--- src/rtl/deser_align_ctrl.sv ---
// rtl/deser_align_ctrl.sv - lane alignment, lock tracking and symbol forwarding after the byte deserializer
// Optional build macro: DESER_ALIGN_OS_FWD_EN (forward correct ordered-set bytes while LOCKED)
module deser_align_ctrl #(
   parameter int LOCK_COUNT   = 4,
   parameter int UNLOCK_ERRS  = 2,
   parameter int HUNT_TIMEOUT = 16
) (
   input  logic       clk,
   input  logic       reset_L,
   input  logic       in_valid,
   input  logic [7:0] in_data,
   input  logic       in_DK,
   output logic       bit_slip,
   output logic       locked,
   output logic       out_valid,
   output logic [7:0] out_data,
   output logic       out_DK,
   output logic [7:0] err_count
);

   localparam logic [7:0] K_COM = 8'hBC;
   localparam logic [7:0] K_SKP = 8'h1C;
   localparam logic [7:0] K_IDL = 8'h7C;
   localparam logic [7:0] K_FTS = 8'h3C;
   localparam logic [7:0] K_STP = 8'hFB;
   localparam logic [7:0] K_SDP = 8'h5C;
   localparam logic [7:0] K_END = 8'hFD;
   localparam logic [7:0] K_EDB = 8'hFE;

   localparam logic [3:0] LOCK_CNT = 4'(LOCK_COUNT);
   localparam logic [3:0] UNLK_CNT = 4'(UNLOCK_ERRS);
   localparam logic [7:0] HUNT_TO  = 8'(HUNT_TIMEOUT);

`ifdef DESER_ALIGN_OS_FWD_EN
   localparam logic OS_FWD = 1'b1;
`else
   localparam logic OS_FWD = 1'b0;
`endif

   typedef enum logic [1:0] {ST_HUNT, ST_CHECK, ST_LOCKED} state_t;

   state_t     state_q, state_d;
   logic [1:0] os_pos_q, os_pos_d;
   logic [7:0] os_sym_q, os_sym_d;
   logic [3:0] good_q, good_d;
   logic [3:0] errs_q, errs_d;
   logic [7:0] timer_q, timer_d;
   logic [7:0] err_count_q, err_count_d;
   logic       bit_slip_q, bit_slip_d;
   logic       locked_q, locked_d;
   logic       out_valid_q, out_valid_d;
   logic [7:0] out_data_q, out_data_d;
   logic       out_dk_q, out_dk_d;

   logic is_com, is_os_sym, is_legal_k, os_match;
   logic err, fwd_data, fwd_os;

   // Symbol classification of the incoming byte
   assign is_com     = in_DK && (in_data == K_COM);
   assign is_os_sym  = in_DK && (in_data inside {K_SKP, K_IDL, K_FTS});
   assign is_legal_k = in_DK && (in_data inside {K_COM, K_SKP, K_IDL, K_FTS,
                                                 K_STP, K_SDP, K_END, K_EDB});
   // Expected byte at the current ordered-set position (pos 0 = COM, 1 = any OS symbol, 2..3 = repeat)
   assign os_match   = (os_pos_q == 2'd0) ? is_com :
                       (os_pos_q == 2'd1) ? is_os_sym :
                                            (in_DK && (in_data == os_sym_q));

   // Next-state computation: alignment FSM, counters and forwarding decision
   always_comb begin
      state_d     = state_q;
      os_pos_d    = os_pos_q;
      os_sym_d    = os_sym_q;
      good_d      = good_q;
      errs_d      = errs_q;
      timer_d     = timer_q;
      err_count_d = err_count_q;
      bit_slip_d  = 1'b0;
      out_valid_d = 1'b0;
      out_data_d  = out_data_q;
      out_dk_d    = out_dk_q;
      err         = 1'b0;
      fwd_data    = 1'b0;
      fwd_os      = 1'b0;
      if (in_valid) begin
         case (state_q)
            ST_HUNT: begin
               // COM takes priority over a timeout landing on the same byte
               if (is_com) begin
                  state_d  = ST_CHECK;
                  os_pos_d = 2'd1;
                  good_d   = 4'd0;
                  timer_d  = 8'd0;
               end else if (timer_q + 8'd1 == HUNT_TO) begin
                  bit_slip_d = 1'b1;
                  timer_d    = 8'd0;
               end else begin
                  timer_d = timer_q + 8'd1;
               end
            end
            ST_CHECK: begin
               if (os_match) begin
                  if (os_pos_q == 2'd1) os_sym_d = in_data;
                  if (os_pos_q == 2'd3) begin
                     os_pos_d = 2'd0;
                     good_d   = good_q + 4'd1;
                     if (good_q + 4'd1 == LOCK_CNT) begin
                        state_d = ST_LOCKED;
                        good_d  = 4'd0;
                        errs_d  = 4'd0;
                     end
                  end else begin
                     os_pos_d = os_pos_q + 2'd1;
                  end
               end else begin
                  state_d  = ST_HUNT;
                  os_pos_d = 2'd0;
                  good_d   = 4'd0;
                  timer_d  = 8'd0;
               end
            end
            ST_LOCKED: begin
               if ((os_pos_q != 2'd0) && os_match) begin
                  fwd_os = 1'b1;
                  if (os_pos_q == 2'd1) os_sym_d = in_data;
                  if (os_pos_q == 2'd3) begin
                     os_pos_d = 2'd0;
                     errs_d   = 4'd0;
                  end else begin
                     os_pos_d = os_pos_q + 2'd1;
                  end
               end else begin
                  // No OS open, or the open OS is abandoned: the byte is parsed afresh
                  err      = (os_pos_q != 2'd0) || (in_DK && !is_legal_k);
                  os_pos_d = 2'd0;
                  if (is_com) begin
                     os_pos_d = 2'd1;
                     fwd_os   = 1'b1;
                  end else if (!in_DK || is_legal_k) begin
                     fwd_data = 1'b1;
                  end
               end
               if (err) begin
                  errs_d = errs_q + 4'd1;
                  if (err_count_q != 8'hFF) err_count_d = err_count_q + 8'd1;
                  // The byte that drops lock is swallowed
                  if (errs_q + 4'd1 == UNLK_CNT) begin
                     state_d  = ST_HUNT;
                     os_pos_d = 2'd0;
                     good_d   = 4'd0;
                     timer_d  = 8'd0;
                     fwd_data = 1'b0;
                     fwd_os   = 1'b0;
                  end
               end
               if (fwd_data || (OS_FWD && fwd_os)) begin
                  out_valid_d = 1'b1;
                  out_data_d  = in_data;
                  out_dk_d    = in_DK;
               end
            end
            default: begin
               state_d  = ST_HUNT;
               os_pos_d = 2'd0;
               good_d   = 4'd0;
               timer_d  = 8'd0;
            end
         endcase
      end
      locked_d = (state_d == ST_LOCKED);
   end

   // State and registered outputs, asynchronously cleared
   always_ff @(posedge clk or negedge reset_L) begin
      if (!reset_L) begin
         state_q     <= ST_HUNT;
         os_pos_q    <= 2'd0;
         os_sym_q    <= 8'd0;
         good_q      <= 4'd0;
         errs_q      <= 4'd0;
         timer_q     <= 8'd0;
         err_count_q <= 8'd0;
         bit_slip_q  <= 1'b0;
         locked_q    <= 1'b0;
         out_valid_q <= 1'b0;
         out_data_q  <= 8'd0;
         out_dk_q    <= 1'b0;
      end else begin
         state_q     <= state_d;
         os_pos_q    <= os_pos_d;
         os_sym_q    <= os_sym_d;
         good_q      <= good_d;
         errs_q      <= errs_d;
         timer_q     <= timer_d;
         err_count_q <= err_count_d;
         bit_slip_q  <= bit_slip_d;
         locked_q    <= locked_d;
         out_valid_q <= out_valid_d;
         out_data_q  <= out_data_d;
         out_dk_q    <= out_dk_d;
      end
   end

   assign bit_slip  = bit_slip_q;
   assign locked    = locked_q;
   assign out_valid = out_valid_q;
   assign out_data  = out_data_q;
   assign out_DK    = out_dk_q;
   assign err_count = err_count_q;

endmodule

--- config.mk ---
export PLATFORM = sky130hd
export DESIGN_NAME = deser_align_ctrl
export DESIGN_NICKNAME = d
export VERILOG_FILES = /design/src/rtl/deser_align_ctrl.sv
export SDC_FILE = /design/constraint.sdc
export NUM_CORES = 1
export LEC_CHECK = 0
export ABC_CLOCK_PERIOD_IN_PS = 4500
export BUFFER_PORTS_ARGS = -buffer_cell sky130_fd_sc_hd__buf_2
export CORE_ASPECT_RATIO = 1.75
export CORE_MARGIN = 5
export CORE_UTILIZATION = 40
export DETAILED_ROUTE_END_ITERATION = 10
export SYNTH_ARGS = -nofsm -noshare
export SYNTH_HDL_FRONTEND = slang
export SYNTH_SLANG_ARGS = --single-unit
--- constraint.sdc ---
create_clock -name clk -period 4.5 [get_ports clk]
set_input_delay 0.45 -clock clk [delete_from_list [all_inputs] [get_ports clk]]
set_output_delay 0.45 -clock clk [all_outputs]
set_load 0.05 [all_outputs]
==> results.cfg, run 1 <==
[critical_path]
critPathLaunchType = register
startpoint = os_pos_q[0]
required_ps = 4670
reg2reg_depth = 7
cp_top_family = simple AND/OR/NAND/NOR gates
cp_slowest_cell = nor4_1
path_class = reg2reg
regToRegEndpoint = os_sym_q[7]
crit_arrival_ps = 2830
reg2reg_slack_ps = 1830
end_kind = register
crit_chain = inv_1 -> ha_1 -> nor4_1 -> a32oi_4 -> nor3_2 -> o21ai_2 -> mux2_1
cp.depth = 7
worst-path-buf-inv = 1
slowest_delay_ps = 630
crit_path_max_fanout = 8
r2r-start = os_pos_q[0]

[worst_hold_path]
hold_class = in2async

[timing]
rsz0062_at_grt = false
hold_viol = 0
fin_skew_ps = 6.54
period_share_pct = 59.2
finalCriticalPeriod_ps = 2670
whs_ps = 250
slew_viol_final = 0
fmax_ghz = 0.375
setup_tns_ps = 0
setup_viol = 0
max_slew_margin_pct = 52.7
max_slew.worst_pin.slew_ps = 703

[clocking]
cts_resized = 0
cts_hold_buf = 0
cts_sinks = 48
clk_pin_slew_ps = 70
cts.path.max_buffers = 2
cts_buffers = 5
cts_tree = built
clk_latency_ps = 290
cts_max_level = 2
cts_root_buf = clkbuf_16
cts_setup_buffers = 0

[power_and_ir_drop]
internal_power_uw = 1050
clockPowerShare_pct = 20.1
ir_worst_vdd_mv = 0.331
switchingPower_uw = 820
p_comb_share_pct = 42.2
p_sw_share_pct = 43.8
pwr_density_cell_nw_per_um2 = 592
p_leak_uw = 0.00144
seqPwrFrac_pct = 37.7

[route]
drc = 0
drtPass1Iterations = 4
wire_per_inst_um = 15.7
drt-initial-drc-count = 92
vias_per_cell = 5.59
ant_nets = 0
detailroute.via_count = 2130
wl_um = 5980

[die]
die_x_um = 73.4
ioPinCount = 32
coreArea_um2 = 6860
die_area_um2 = 8880
die-height_um = 121
num_rows = 40
start_util_pct = 41.0

[final_layout]
layout-drive-gt1-share_pct = 23.9
num_antenna_cells = 0
fin_area_um2 = 3160
fin_nets = 317
synthToLayoutAreaGrowth_pct = 12.5

[synth]
yosys_warnings = 0
synth_enable_flop_cells = 0
yosysMostFrequentCell = dfrtp_1
synth_top_cell_area_share_pct = 42.7
ys_ff_latch = 48
synth_nets = 285
synthArstFlopShare_pct = 100
synthesis.area_um2 = 2810
yosys_most_used_dff = dfrtp_1
yosys-top-cells-area = dfrtp_1 (43%), ha_1 (4.0%), mux2_2 (4.0%)
synth_area_per_cell_um2 = 10.7
ys_seq_area_share_pct = 42.7
synth.distinct_cells = 63
synth_area_leader_cell = dfrtp_1
yosys-top-cells-count = dfrtp_1 (48), nand2_1 (18), nand3_1 (17), nor2_1 (13)
syn_inst = 264

[grt]
grt_pass1_vias = 2233
antenna_found_initial = 0
grt_max_degree = 49
grt_pass1_wl_um = 10700
grt-ovfl-total = 0
grt_usage_pct = 15.1

[place]
post-dp-hpwl_um = 4560
post_dp_cell_area_um2 = 3010
numPortBuffers = 31
gp_congestion = 0.850

[status]
status = finished clean

[flow_run]
max_cap_violations = 0
[layout by cell type (no fill, tap or decap), types with 4 or more instances in the layout]
cell	count
buf_2	31
nand2b_1	5
xnor2_1	5
nor3_1	7
xor2_1	12
clkbuf_16	5
mux2_1	5
and3_1	7
nor4b_1	4
o2bb2ai_1	4
o31ai_1	4
inv_1	12
ha_1	9
nand2_1	18
nand3_1	17
nand4_1	6
nor2_1	13
mux2_2	10
a31oi_1	4
dfrtp_1	48
a21oi_1	7
[worst register-to-register path, cell delays in order, from the launching register on]
cell and delay, ps:
dfrtp_1 390, inv_1 80, ha_1 310, nor4_1 630
a32oi_4 270, nor3_2 340, o21ai_2 190, mux2_1 340
[stage by stage]
step	util [%]	setup WS (ps)	total power [uW]	instances
floorplan	-	2140	1350	264
global placement	44.0	1890	1500	373
detailed placement	44.0	1820	1510	373
CTS	46.1	1800	1900	381
global route	46.1	1620	2000	381
finish	46.1	1830	1870	381
[registers in the layout, indices dropped and copies added (netlist names)]
| signal | count |
|---|---|
| out_DK | 1 |
| bit_slip | 1 |
| state_q | 2 |
| good_q | 4 |
| err_count | 8 |
| os_pos_q | 2 |
| errs_q | 4 |
| locked | 1 |
| os_sym_q | 8 |
| out_valid | 1 |
| timer_q | 8 |
| out_data | 8 |
[cell type report]
type | instances | area (um2)
clock buffer | 6 | 139
clock inverter | 2 | 10.0
fill | 655 | 3690
inverter | 13 | 48.8
multi-input combinational | 196 | 1500
sequential | 48 | 1200
tap | 84 | 105
timing repair buffer | 32 | 163
[logic make-up after synthesis]
kind of cell	Yosys count	synth area share (%)
XOR/XNOR	17	5.29
AND/OR/NAND/NOR	97	19.3
AO/OA/AOI/OAI	55	17.6
buffers and inverters	20	4.09
adder cells (fa/ha/maj)	9	4.00
multiplexers	18	7.07
flip-flops	48	42.7
[how the worst max path moves through the flow]
stage	end	slack, ps
3_5_place_dp	os_sym_q[5]	1820
6_report	os_sym_q[7]	1830
2_1_floorplan	err_count[1]	2140
5_1_grt	os_sym_q[6]	1620
3_3_place_gp	os_sym_q[7]	1890
4_1_cts	os_sym_q[7]	1800
[metal layers]
metal  GRT usage, %  vias up  part of all wire (%)
met5              0        -                     0
met4           5.10        0                   1.7
met3           2.74        8                   2.8
met2           27.0       31                    55
met1           17.6     1040                    40
li1               -     1051                     -
[power by group through the flow]
stage | logic [uW] | registers (uW) | clock network, uW
floorplan | 399 | 954 | 0
global placement | 788 | 709 | 0
detailed placement | 802 | 712 | 0
CTS | 803 | 708 | 392
global route | 859 | 735 | 409
finish | 790 | 706 | 376
Power figures use the tool's default switching activity.
==> run 2: changes to the inputs <==
--- a/config.mk
+++ b/config.mk
@@ -5,7 +5,7 @@
 export SDC_FILE = /design/constraint.sdc
 export NUM_CORES = 1
 export LEC_CHECK = 0
-export ABC_CLOCK_PERIOD_IN_PS = 4500
+export ABC_CLOCK_PERIOD_IN_PS = 2290
 export BUFFER_PORTS_ARGS = -buffer_cell sky130_fd_sc_hd__buf_2
 export CORE_ASPECT_RATIO = 1.75
 export CORE_MARGIN = 5
==> constraint.sdc (replaced) <==
create_clock -name clk -period 2.29 [get_ports clk]
set_input_delay 0.229 -clock clk [delete_from_list [all_inputs] [get_ports clk]]
set_output_delay 0.229 -clock clk [all_outputs]
set_load 0.05 [all_outputs]
==> results.cfg, run 2 (synthesis results as in run 1) <==
[final_layout]
utilization_pct = 49.6
ff_latch_area_um2 = 1200
layout-drive-gt1-share_pct = 30.8
num_antenna_cells = 0
fillers = 611
synthToLayoutAreaGrowth_pct = 21.0
finalNonFillerCells = 399
fin_area_um2 = 3400
multi_input_area_um2 = 1560
fin_nets = 336
final_common_cell = dfrtp_1
layout_common_cells = dfrtp_1 (48), buf_2 (31), buf_4 (20)

[place]
post-dp-hpwl_um = 4810
numPortBuffers = 31
gp_congestion = 0.911
post_dp_cell_area_um2 = 3150
dp.cells = 390

[critical_path]
cp_slowest_cell = dfrtp_1
regToRegEndpoint = os_sym_q[6]
reg2reg_depth = 8
crit_arrival_ps = 2390
critPathLaunchType = register
slowest_delay_ps = 450
r2r-start = os_pos_q[0]
reg2reg_slack_ps = 80
crit_chain = inv_2 -> ha_4 -> nor4_2 -> buf_4 -> a32o_4 -> o211a_1 -> o21ai_4 -> mux2_1
required_ps = 2460
crit_path_max_fanout = 5
path_class = reg2reg
end_kind = register

[timing]
fmax_ghz = 0.452
hold_viol = 0
finalCriticalPeriod_ps = 2210
max_slew.worst_pin.slew_ps = 602
whs_ps = 35.2
period_share_pct = 96.7
slew_viol_final = 0
max_slew_margin_pct = 59.9
fin_skew_ps = 6.31
setup_viol = 0

[route]
drc = 0
drtPass1Iterations = 4
ant_nets = 0
drt-initial-drc-count = 51
vias_per_cell = 5.61
wl_um = 6470
wire_per_inst_um = 16.2
detailroute.via_count = 2238

[clocking]
cts_sinks = 48
cts.path.max_buffers = 2
cts_max_level = 2
clk_latency_ps = 290
clk_pin_slew_ps = 60
cts_buffers = 5
cts_tree = built
cts_root_buf = clkbuf_16

[die]
die-height_um = 121
start_util_pct = 41.0
coreArea_um2 = 6860
ioPinCount = 32
num_rows = 40
die_x_um = 73.4
die_area_um2 = 8880

[power_and_ir_drop]
ir_worst_vdd_mv = 0.850
p_leak_uw = 0.00155
pwr_density_cell_nw_per_um2 = 1170

[grt]
grt-ovfl-total = 0
antenna_found_initial = 0
grt_pass1_wl_um = 11000
grt_pass1_vias = 2344
grt_max_degree = 49
grt_usage_pct = 15.8

[status]
status = finished clean

[worst_hold_path]
hold_class = in2async

[flow_run]
max_cap_violations = 0
-- run 2: changes by cell type in the layout (fill, tap and decap cells not counted), moves of 2 or more --
| cell | delta |
|---|---|
| buf_4 | +19 |
| bufinv_16 | +2 |
| clkinv_2 | -2 |
| ha_1 | -2 |
| ha_4 | +2 |
| inv_1 | -2 |
| inv_2 | +2 |
-- run 2: how the worst max path moves through the flow --
stage                 from     endpoint  slack (ps)  depth (start not counted)
2_1_floorplan  os_pos_q[0]   timer_q[6]          90                          8
3_3_place_gp    in_data[2]  os_sym_q[6]         -40                          7
3_5_place_dp    in_data[2]  os_sym_q[6]         -80                          7
4_1_cts        os_pos_q[0]  out_data[4]           2                          7
5_1_grt        os_pos_q[0]       locked         -20                          8
6_report       os_pos_q[0]  os_sym_q[6]          80                          8
-- run 2: worst max-delay path: cells and delay by family, from the launching register on --
family | cells | cell delay [ps]
fa+ha+maj | 1 | 150
simple gates | 1 | 40
buf+inv | 2 | 260
compound gates | 3 | 850
flops | 1 | 450
mux | 1 | 340
-- run 2: timing repair --
| item | 4_1_cts | 5_1_grt |
|---|---|---|
| hold endpoints to repair | 0 | 0 |
| setup buffers | 0 | 2 |
| resized for setup | 0 | 12 |
| endpoints found under the setup margin | 0 | 26 |
| hold buffers | 0 | 0 |
-- run 2: area by class of cell --
cell class / count / share of cell area, %
clock inverters: 2 / 1.76
flip-flops and latches: 48 / 35.3
well taps: 84 / 3.09
inverters: 13 / 1.43
repair buffers: 51 / 8.97
clock buffers: 5 / 3.68
multi-input cells: 196 / 45.8
-- run 2: stage by stage --
stage	setup WS (ps)	setup TNS (ps)	power, uW
4_1_cts	2.14	0	3990
6_report	76.0	0	3970
2_1_floorplan	88.3	0	2660
5_1_grt	-18.5	-25.7	4200
3_3_place_gp	-41.5	-120	3010
3_5_place_dp	-75.7	-219	3040
-- run 2: power breakdown --
part	switching, uW	total (uW)	internal (uW)
registers	259	1370	1110
clock network	313	933	620
logic	1070	1660	591
-- run 2: layer usage --
metal	routed length, um	global-route usage [%]
met5	0	0
met3	239	4.06
met2	3540	28.2
met4	113	5.67
met1	2580	17.5
